**src/rtl/vecmon_pkg.sv**
```systemverilog
// vecmon_pkg: shared types and default sizing for the vecmon counter monitor.
//   state_t       - tracking state (IDLE, RUN, FAULT)
//   VECMON_CW     - default width of the monitored wrapping counter
//   VECMON_EW     - default width of the extended count and of records
//   VECMON_DEPTH  - default record FIFO depth (power of two, >= 2)
package vecmon_pkg;

    localparam int unsigned VECMON_CW    = 3;
    localparam int unsigned VECMON_EW    = 16;
    localparam int unsigned VECMON_DEPTH = 4;

    typedef enum logic [1:0] {
        ST_IDLE  = 2'd0,
        ST_RUN   = 2'd1,
        ST_FAULT = 2'd2
    } state_t;

endpackage

```
**src/rtl/vecmon_fifo.sv**
```systemverilog
// vecmon_fifo: small synchronous record FIFO with asynchronous reset.
// Ports:
//   clk, rst   - clock, asynchronous active-high reset (empties the FIFO)
//   push       - write push_data this cycle (ignored when full without pop)
//   push_data  - record to write
//   pop        - remove head record this cycle (ignored when empty)
//   full       - DEPTH records held
//   empty      - no records held
//   head       - current head record (0 after reset)
module vecmon_fifo #(
    parameter int unsigned W     = 16,
    parameter int unsigned DEPTH = 4
) (
    input  logic         clk,
    input  logic         rst,
    input  logic         push,
    input  logic [W-1:0] push_data,
    input  logic         pop,
    output logic         full,
    output logic         empty,
    output logic [W-1:0] head
);

    localparam int unsigned AW = $clog2(DEPTH);

    logic [W-1:0] mem [DEPTH];
    logic [AW-1:0] wr_ptr;
    logic [AW-1:0] rd_ptr;
    logic [AW:0]   cnt;
    logic          do_push;
    logic          do_pop;

    assign full  = (cnt == (AW+1)'(DEPTH));
    assign empty = (cnt == '0);
    assign head  = mem[rd_ptr];

    // A pop frees a slot in the same cycle, so a push into a full FIFO is
    // accepted when it coincides with a pop. An empty FIFO is never bypassed.
    assign do_pop  = pop && !empty;
    assign do_push = push && (!full || do_pop);

    always_ff @(posedge clk or posedge rst) begin
        if (rst) begin
            wr_ptr <= '0;
            rd_ptr <= '0;
            cnt    <= '0;
            for (int unsigned i = 0; i < DEPTH; i++) begin
                mem[i] <= '0;
            end
        end else begin
            if (do_push) begin
                mem[wr_ptr] <= push_data;
                wr_ptr      <= wr_ptr + AW'(1);
            end
            if (do_pop) begin
                rd_ptr <= rd_ptr + AW'(1);
            end
            if (do_push && !do_pop) begin
                cnt <= cnt + (AW+1)'(1);
            end else if (do_pop && !do_push) begin
                cnt <= cnt - (AW+1)'(1);
            end
        end
    end

endmodule

```
**src/rtl/vecmon.sv**
```systemverilog
// vecmon: monitors a wrapping counter value, rebuilds an unwrapped count,
// flags skipped steps and records the extended count on every wrap.
// Ports:
//   clk, rst  - clock, asynchronous active-high reset
//   en        - sample enable; tracking state holds when low
//   v         - wrapping counter value from upstream
//   clr       - synchronous pulse clearing err/ovf and leaving FAULT
//   ext_cnt   - extended (unwrapped) count, registered
//   out_data  - head record of the FIFO
//   out_vld   - FIFO non-empty
//   out_rdy   - consumer accepts head record when out_vld && out_rdy
//   err       - sticky skip error
//   ovf       - sticky record-drop flag
module vecmon
    import vecmon_pkg::*;
#(
    parameter int unsigned CW    = VECMON_CW,
    parameter int unsigned EW    = VECMON_EW,
    parameter int unsigned DEPTH = VECMON_DEPTH
) (
    input  logic          clk,
    input  logic          rst,
    input  logic          en,
    input  logic [CW-1:0] v,
    input  logic          clr,
    output logic [EW-1:0] ext_cnt,
    output logic [EW-1:0] out_data,
    output logic          out_vld,
    input  logic          out_rdy,
    output logic          err,
    output logic          ovf
);

    state_t        state;
    logic [CW-1:0] v_q;
    logic [CW-1:0] delta;
    logic [EW-1:0] ext_next;
    logic          active;
    logic          skip;
    logic          wrap;
    logic          pop;
    logic          full;
    logic          empty;
    logic          drop;

    // Modular difference gives the number of upstream steps since last sample.
    assign delta    = v - v_q;
    assign ext_next = ext_cnt + EW'(delta);
    assign active   = en && (state != ST_IDLE);
    assign skip     = active && (delta > CW'(1));
    // v below v_q implies a nonzero delta, so it alone marks a wrap.
    assign wrap     = active && (v < v_q);

    assign pop      = out_vld && out_rdy;
    assign drop     = wrap && full && !pop;
    assign out_vld  = !empty;

    vecmon_fifo #(
        .W     (EW),
        .DEPTH (DEPTH)
    ) u_fifo (
        .clk       (clk),
        .rst       (rst),
        .push      (wrap),
        .push_data (ext_next),
        .pop       (pop),
        .full      (full),
        .empty     (empty),
        .head      (out_data)
    );

    always_ff @(posedge clk or posedge rst) begin
        if (rst) begin
            state   <= ST_IDLE;
            v_q     <= '0;
            ext_cnt <= '0;
            err     <= 1'b0;
            ovf     <= 1'b0;
        end else begin
            if (en) begin
                v_q <= v;
                if (state == ST_IDLE) begin
                    ext_cnt <= EW'(v);
                end else begin
                    ext_cnt <= ext_next;
                end
            end

            // A new skip or drop outranks a simultaneous clr.
            if (skip) begin
                err <= 1'b1;
            end else if (clr) begin
                err <= 1'b0;
            end
            if (drop) begin
                ovf <= 1'b1;
            end else if (clr) begin
                ovf <= 1'b0;
            end

            case (state)
                ST_IDLE: begin
                    if (en) begin
                        state <= ST_RUN;
                    end
                end
                ST_RUN: begin
                    if (skip) begin
                        state <= ST_FAULT;
                    end
                end
                ST_FAULT: begin
                    if (clr && !skip) begin
                        state <= ST_RUN;
                    end
                end
                default: begin
                    state <= ST_IDLE;
                end
            endcase
        end
    end

endmodule

```
**config.mk**
```make
export PLATFORM = sky130hd
export DESIGN_NAME = vecmon
export DESIGN_NICKNAME = d
export VERILOG_FILES = /design/src/rtl/vecmon_pkg.sv /design/src/rtl/vecmon_fifo.sv /design/src/rtl/vecmon.sv
export SDC_FILE = /design/constraint.sdc
export NUM_CORES = 1
export LEC_CHECK = 0
export CORE_MARGIN = 4
export CORE_UTILIZATION = 50
export CTS_BUF_LIST = sky130_fd_sc_hd__clkbuf_4
export DETAILED_ROUTE_END_ITERATION = 10
export GPL_TIMING_DRIVEN = 0
export PLACE_DENSITY = 0.78
export SLEW_MARGIN = 40
export SYNTH_ARGS = -nofsm -noshare
export SYNTH_HDL_FRONTEND = slang
export SYNTH_SLANG_ARGS = --single-unit
```
**constraint.sdc**
```tcl
create_clock -name clk -period 5.45 [get_ports clk]
set_clock_uncertainty 0.1 [all_clocks]
set_input_delay 0.8175 -clock clk [delete_from_list [all_inputs] [get_ports clk]]
set_output_delay 0.8175 -clock clk [all_outputs]
set_load 0.1 [all_outputs]
```
==> results by group <==
Outcome
  • Status: finished clean

Global routing
  • GRT Total Usage: 18.1%
  • Met3 Use GR: 3.72%
  • GR peak layer: met2
  • Largest net degree at the start of global routing: 59
  • Vias in the first global route: 2,963
  • Remaining Overflow, GRT: 0
  • Antenna violations before repair: 0
  • First-pass GRT wire length: 15,700 um
  • GRT met2 Usage: 28.9%
  • Met1 Use GR: 24.9%

Timing
  • Max-slew violations: 0
  • Final period utilization: 68.6%
  • # setup viols final: 0
  • Rel. slew slack: 46.8%
  • Worst-margin pin slew: 0.797 ns
  • Min Clock Period, post-route: 3.74 ns
  • Unrepaired setup endpoints after global routing: no
  • Maximum clock rate: 267 MHz
  • Final hold violations: 0
  • Setup TNS: 0 ns
  • Worst Slack Setup Final: 1.71 ns

Worst setup path
  • Startpoint class of the critical path: input port
  • Crit path capture type: flop
  • Worst Setup SP: v[0]
  • Crit path max-delay family: compound AO/OA/AOI/OAI gates
  • Slowest stage delay, CP: 0.66 ns
  • RR Endpoint: u_fifo.mem[9]
  • Flop2flop setup slack: 2.23 ns
  • Instance count on the critical path: 11
  • Reg2reg start: v_q[0]
  • CP max stage cell: a21oi_1
  • Worst Path Required: 5.74 ns
  • Crit path capture: u_fifo.mem[9]
  • Crit path cell chain: clkdlybuf4s50_1, inv_1, ha_1, inv_1, fa_1, xor2_1, ha_1, a21oi_1, a211oi_1, xor2_1, mux2_2
  • Crit path arrival time: 4.03 ns
  • Worst-path fanout max: 7
  • Crit path buffers/inverters: 3
  • Worst r2r path cells: 9
  • Critical path class: in -> reg

Yosys
  • Mapped Cells: 325
  • Area leader, netlist: dfrtp_1
  • Total number of yosys warnings: 0
  • Netlist cell types: 42
  • Area contributors post-synth: dfrtp_1 (51%), mux2_2 (15%), mux4_2 (7.8%), ha_1 (3.2%), xor2_1 (3.0%)
  • Synthesized cell area: 0.00464 mm^2
  • Most frequent cell after synthesis: dfrtp_1
  • Commonest register cell after synthesis: dfrtp_1
  • Seq/Total Area, Yosys: 50.6%
  • Number of synthesized register bits: 94
  • Synth top area share: 50.6%
  • Post-synth top cells: dfrtp_1 (94), mux2_2 (63), mux4_2 (16), xor2_1 (16), inv_1 (13)
  • Post-synth EDFFs: 0
  • Post-Syn Nets: 348
  • Async S/R FF share, synth: 100%
  • Syn_area_per_cell: 14.3 um^2

CTS
  • Post-CTS Hold Buffers: 0
  • Deepest clock path buffer count: 2
  • Clk slew on worst S/H paths: 0.14 ns
  • CTS resizes: 0
  • Post CTS Setup Buffer Count: 0
  • Clock latency on the worst-skew pair: 0.45 ns
  • H-Tree Depth: 3
  • Clock Tree Root: clkbuf_4
  • CTS tree: yes
  • TritonCTS buffer count: 9
  • Clk sinks: 94

Route
  • Post-Route WL: 9220 um
  • 1st-pass router iterations: 4
  • DR iter-0 viols: 96
  • Routed vias: 2,832
  • Number of nets with antenna violations after routing: 0
  • Vias per cell: 5.76
  • WL per Instance: 18.7 um
  • Residual DRC count: 0

Die
  • Starting Density: 52.2%
  • Ports: 43
  • Core area: 0.00889 mm^2
  • Die width: 104 um
  • Die Y: 104 um
  • Std-Cell Rows: 34
  • DIE AREA: 0.0109 mm^2

Finish
  • Area growth from synthesis to layout: 12.2%
  • Layout cell share with drive strength beyond 1: 40.1%
  • Non-Filler Instances: 492
  • Multi-input logic area: 0.00216 mm^2
  • Antenna Cells: 0
  • FF/Latch Area: 0.00235 mm^2
  • Final instance area: 0.00521 mm^2
  • Nets@finish: 402
  • Fillers: 708

Job
  • Max cap viols: 0

Place
  • RePlAce Congestion: 0.755
  • Hpwl dp: 6460 um
  • Worst slack at placement: 1.22 ns
  • Post-DP Area: 0.00505 mm^2
  • PortBufs: 42
  • DP Cell Count: 476

Hold path
  • Hold Crit Class: reg -> reg
  • Worst Hold Launch: u_fifo.cnt[2]

Pwr
  • PnR Total Power: 2.78 mW
  • Leakage: 2.56 nW
  • PD cells: 534 mW/mm^2
  • Worst VDD drop: 0.000401 V
## stage by stage
step,utilization (%),hold slack [ns]
2_1_floorplan,-,0.349
3_3_place_gp,58.5,0.365
3_5_place_dp,56.8,0.371
4_1_cts,58.6,0.394
5_1_grt,58.6,0.413
6_report,58.6,0.394
## flip-flops by register name (all words and copies together), names as in the netlist
name	cells
u_fifo.rd_ptr	2
state	2
u_fifo.mem	64
u_fifo.cnt	3
ext_cnt	16
ovf	1
v_q	3
u_fifo.wr_ptr	2
err	1
## power by group
part	internal [mW]	switching [mW]
Combinational	0.413	0.978
Clock	0.191	0.240
Sequential	0.852	0.109
Total	1.46	1.33
## final cells by class
type / count / share of cell area (%)
sequential: 94 / 45.1
multi-input combinational: 206 / 41.5
timing repair buffer: 43 / 5.09
tap: 108 / 2.59
clock inverter: 6 / 1.66
buffer: 12 / 1.54
clock buffer: 10 / 1.44
inverter: 13 / 1.03
## metal layers
layer | wire, um | part of all wire, %
met5 | 0 | 0
met2 | 4500 | 49
met1 | 4210 | 46
met4 | 138 | 1.5
met3 | 380 | 4.1
## kinds of logic (layout without fill, tap and decap cells)
logic type / count (synthesis) / count (layout) / synth area share, %
compound gates: 38 / 38 / 6.57
xor+xnor: 22 / 22 / 4.31
mux: 86 / 86 / 24.6
flops: 94 / 94 / 50.6
buf+inv: 25 / 84 / 2.77
simple gates: 45 / 45 / 6.52
fa+ha+maj: 15 / 15 / 4.53
## how the worst min path moves through the flow
stage / cells after the start / slack [ns] / end
floorplan: 1 / 0.35 / u_fifo.cnt[2]
CTS: 1 / 0.39 / u_fifo.cnt[2]
global placement: 1 / 0.37 / u_fifo.cnt[2]
global route: 1 / 0.41 / u_fifo.cnt[2]
detailed placement: 1 / 0.37 / u_fifo.cnt[2]
finish: 1 / 0.39 / u_fifo.cnt[2]
## cells in the final DEF, fill, tap and decap left out, types with 11 or more instances in the layout
master / n
dfrtp_1: 94
mux2_2: 63
buf_2: 39
xor2_1: 16
mux4_2: 16
inv_1: 12
nand2_1: 12
ha_1: 12
nor2_1: 11
Note: power is estimated with default switching activity, not from simulation.
==> variant 1 (config.mk and constraints unchanged) <==
Re-encode `state_t` (3 states) as one-hot, 3 bits wide.
--- a/src/rtl/vecmon_pkg.sv
+++ b/src/rtl/vecmon_pkg.sv
@@ -11,6 +11,6 @@
 
-    typedef enum logic [1:0] {
-        ST_IDLE  = 2'd0,
-        ST_RUN   = 2'd1,
-        ST_FAULT = 2'd2
+    typedef enum logic [2:0] {
+        ST_IDLE  = 3'b001,
+        ST_RUN   = 3'b010,
+        ST_FAULT = 3'b100
     } state_t;
Formal check against the unedited RTL: same outputs for any inputs over 4 cycles, from zero or initial values and one cycle with rst high; so few cycles prove little.
==> variant 1 against the original RTL <==
Non-clock buffer count increased by 7; critical path depth did not move; register-to-register slack gained 0.06 ns; routed wire length up 8.3%; power increased by 6.7%; highest routed layer unchanged; setup slack improved by 0.033 ns; cell count rose by 10%; largest power group unchanged; largest cell class unchanged; hold slack lost 0.0086 ns; count of clock-buffer cells in the layout stayed put; sequential cell count grew 1; design area increased by 4.9%; synthesized area increased by 4.8%.
==> variant 1: results (changes against the original RTL) <==
- Status: finished, final reports clean (unchanged)
- Grt met1 use: 26.3% (was 24.9%)
- Pleak: 2.59 nW (was 2.56 nW)
- Global Route Usage Sum: 19.0% (was 18.1%)
- Routing usage on met3: 4.46% (was 3.72%)
- Via count: 3094 (was 2832)
- Switching Share: 47.2% (was 47.7%)
- Fill count: 816 (was 708)
- DRT Pass-1 Iters: 5 (was 4)
- Post-CTS Setup Inserts: 0 (unchanged)
- Least-Margin Pin Slew: 0.685 ns (was 0.797 ns)
- Crit path DAT: 3.96 ns (was 4.03 ns)
- First-pass GRT wire length: 16.8 mm (was 15.7 mm)
- Max VDD drop: 399 uV (was 401 uV)
- Final nets: 430 (was 402)
- Metal3 WL: 490 um (was 380 um)
- FF-to-FF End: u_fifo.mem[29] (was u_fifo.mem[9])
- Final min period: 3.71 ns (was 3.74 ns)
- Drt first-iter violations: 182 (was 96)
- H-tree levels: 3 (unchanged)
- Final Total Pwr: 0.00297 W (was 0.00278 W)
- Final wirelength: 9.98 mm (was 9.22 mm)
- Sequential Power Share: 33.4% (was 34.5%)
- Later-pin clock latency in the skew report: around 0.44 ns
- Layout cells sized above 1: 35.4% (was 40.1%)
- Residual DRC: 0 (unchanged)
- Top_reg_cell synth: dfrtp_1 (unchanged)
- Clk power: 0.000418 W (was 0.000431 W)
- Synth top area cells: dfrtp_1, mux2_4, mux4_2 (was dfrtp_1, mux2_2, mux4_2)
- Flop-to-flop setup slack: 2.29 ns (was 2.23 ns)
- Number of global-route vias before repair: 3235 (was 2963)
- DP Wirelength: 7.20 mm (was 6.46 mm)
- Routed length on met2: 4.59 mm (was 4.50 mm)
- Pin count of the biggest net entering global routing: 58 (was 59)
- Synth top cells by count: dfrtp_1, mux2_4, mux2_2, a31oi_1, mux4_2 (was dfrtp_1, mux2_2, mux4_2, xor2_1, inv_1)
- Gpl congestion: 0.844 (was 0.755)
- Met2 Resource Use GR: 29.7% (was 28.9%)
- Post-Route M1 WL: 4.71 mm (was 4.21 mm)
- Syn Nets: 376 (was 348)
- Sequential area share after synthesis: 48.9% (was 50.6%)
- Place WS: 1.32 ns (was 1.22 ns)
==> variant 1: metrics by stage <==
step | area (um2) | instances
2_1_floorplan | 4870 | 353
3_3_place_gp | 5450 | 524
3_5_place_dp | 5310 | 525
4_1_cts | 5470 | 541
5_1_grt | 5470 | 541
6_report | 5470 | 541
==> variant 1: cell type report <==
class | count | area share, %
plain buffers | 19 | 3.09
repair buffers | 43 | 4.99
well taps | 129 | 2.95
clock buffers | 10 | 1.37
clock inverters | 6 | 1.56
multi-input cells | 226 | 41.6
flip-flops and latches | 95 | 43.5
inverters | 13 | 0.984
==> variant 1: critical path: stages <==
cell	delay [ns]
clkdlybuf4s50_1	0.46
inv_1	0.09
ha_1	0.17
inv_1	0.06
fa_1	0.37
xor2_1	0.34
ha_1	0.35
and3_1	0.20
o21ai_0	0.48
o21ai_0	0.37
a31oi_1	0.26
==> variant 1: cell families (layout without fill, tap and decap cells) <==
kind of cell	Yosys count	in the layout	synth area share [%]
flip-flops	95	95	48.9
multiplexers	78	78	24.1
AO/OA/AOI/OAI	60	60	8.20
AND/OR/NAND/NOR	54	54	6.61
buffers and inverters	32	91	4.45
XOR/XNOR	19	19	3.42
adder cells (fa/ha/maj)	15	15	4.32
==> variant 1: how the worst min path moves through the flow <==
stage,from,slack [ns],cells after the start,end
2_1_floorplan,u_fifo.cnt[2],0.35,1,u_fifo.cnt[2]
4_1_cts,u_fifo.cnt[2],0.39,1,u_fifo.cnt[2]
5_1_grt,u_fifo.cnt[2],0.41,1,u_fifo.cnt[2]
3_5_place_dp,u_fifo.cnt[2],0.37,1,u_fifo.cnt[2]
6_report,u_fifo.cnt[2],0.39,1,u_fifo.cnt[2]
3_3_place_gp,err,0.36,1,err
==> variant 2 (same flow settings) <==
Without the edit above. Set the package constant `VECMON_DEPTH` to 16 (it was 4).
--- a/src/rtl/vecmon_pkg.sv
+++ b/src/rtl/vecmon_pkg.sv
@@ -9,3 +9,3 @@
     localparam int unsigned VECMON_EW    = 16;
-    localparam int unsigned VECMON_DEPTH = 4;
+    localparam int unsigned VECMON_DEPTH = 16;
 
Check against the original RTL: not equivalent (a bounded check fails within 10 cycles, from zero or initial values and one cycle with rst high).
==> variant 2 against the original RTL <==
Synthesized area rose to 3.0 times the old value; setup slack lost 0.70 ns; sequential cell count rose by 198; clock power rose to 4.2 times the old value; sequential share of layout area up 1.0 points; design area grew to 3.0 times the old value; routed wire length grew to 3.2 times the old value; synthesized cell count grew to 2.6 times the old value; power is 150% higher; critical path type is now reg -> out.
==> variant 2: results (changes against the original RTL) <==
- Later-pin clock latency in the skew report: 0.66 ns (was 0.45 ns)
- Synth top area cells: dfrtp_1, mux2_2, mux4_2 (unchanged)
- Net Switching: 0.00263 W (was 0.00133 W)
- Status: finished, final reports clean (unchanged)
- DP Wirelength: 21.1 mm (was 6.46 mm)
- Synth top cells by count: dfrtp_1, mux2_2, mux4_2, mux2_1, clkbuf_1 (was dfrtp_1, mux2_2, mux4_2, xor2_1, inv_1)
- Pin count of the biggest net entering global routing: 27 (was 59)
- Sequential area share after synthesis: 52.7% (was 50.6%)
- Flop-to-flop setup slack: 1.78 ns (was 2.23 ns)
- Number of global-route vias before repair: 8722 (was 2963)
- Final wirelength: 29.8 mm (was 9.22 mm)
- Mean Syn Cell Area: 16.1 um2 (was 14.3 um2)
- Adder-cell share of the synthesized area: 1.88% (was 4.53%)
- Dpl cells: 1288 (was 476)
- Max transition margin: 48.3% (was 46.8%)
- Syn Nets: 888 (was 348)
- WHS Endpoint: u_fifo.cnt[4] (was u_fifo.cnt[2])
- Crit-path max cell delay: 0.63 ns (was 0.66 ns)
- Final nets: 1022 (was 402)
- Post-Synth XOR/XNOR Area: 1.64% (was 4.31%)
- Worst path top cell family by delay: buffers and inverters (was compound AO/OA/AOI/OAI gates)
- FF-to-FF End: u_fifo.mem[175] (was u_fifo.mem[9])
- TritonCTS Buffers: 77 (was 9)
- Pleak: 7.74 nW (was 2.56 nW)
- Initial antenna violation count: 1 (was 0)
- Worst Hold Slack: 0.391 ns (was 0.394 ns)
- Fill count: 2082 (was 708)
- Place WS: 0.789 ns (was 1.22 ns)
- Crit path max fanout: 10 (was 7)
- Max VDD drop: 233 uV (was 401 uV)
- Via count: 7981 (was 2832)
- Hold path start: u_fifo.cnt[4] (was u_fifo.cnt[2])
- First-pass GRT wire length: 48.5 mm (was 15.7 mm)
- Crit path DAT: 3.52 ns (was 4.03 ns)
- Drt first-iter violations: 419 (was 96)
- Global Route Usage Sum: 20.2% (was 18.1%)
- Max stage delay cell, worst path: clkbuf_1 (was a21oi_1)
- Register-to-Register Path Depth: 11 (was 9)
- Synth cell types: 45 (was 42)
- Vias/cell: 5.62 (was 5.76)
- Worst-path clk slew: 0.07 ns (was 0.14 ns)
- Layout cells sized above 1: 50.4% (was 40.1%)
- Gpl congestion: 0.820 (was 0.755)
==> variant 2: changes by cell type in the layout (fill, tap and decap cells not counted), sizes merged, moves of 6 or more <==
cell,change
xor2,-9
xnor2,+13
mux2,+191
clkbuf,+123
clkinv,+13
buf,+38
nand3,+9
nand4,+6
mux4,+64
dfrtp,+198
==> variant 2: per-layer routing <==
layer / vias to the layer above / routed length (um) / global-route usage [%]
met2: 172 / 15300 / 33.2
met5: - / 0 / 0
met1: 4258 / 12700 / 27.7
li1: 3516 / - / -
met3: 35 / 1340 / 4.48
met4: 0 / 388 / 5.50
==> variant 2: power groups by stage <==
stage | combinational [W] | sequential (W) | clock, W
2_1_floorplan | 0.00180 | 0.00281 | 0
3_3_place_gp | 0.00248 | 0.00270 | 0
3_5_place_dp | 0.00250 | 0.00271 | 0
4_1_cts | 0.00251 | 0.00267 | 0.00187
5_1_grt | 0.00266 | 0.00271 | 0.00200
6_report | 0.00248 | 0.00267 | 0.00181
==> variant 2: final cells by class <==
cell class | count | area [um2] | share of cell area (%)
buffer | 61 | 382 | 2.41
inverter | 14 | 56.3 | 0.356
sequential | 292 | 7310 | 46.2
timing repair buffer | 55 | 551 | 3.48
multi-input combinational | 494 | 6150 | 38.9
clock inverter | 22 | 85.1 | 0.538
antenna | 1 | 2.50 | 0.0158
clock buffer | 110 | 826 | 5.22
tap | 372 | 465 | 2.94
==> variant 2: worst max-delay path by stage <==
stage | slack (ns) | from | to
after floorplan | 0.66 | rst | err
after global placement | -1.41 | rst | u_fifo.mem[92]
after detailed placement | 0.79 | v[0] | u_fifo.mem[159]
after CTS | 0.67 | u_fifo.rd_ptr[1] | out_data[9]
after global routing | 0.82 | u_fifo.rd_ptr[1] | out_data[7]
final | 1.01 | u_fifo.rd_ptr[1] | out_data[7]
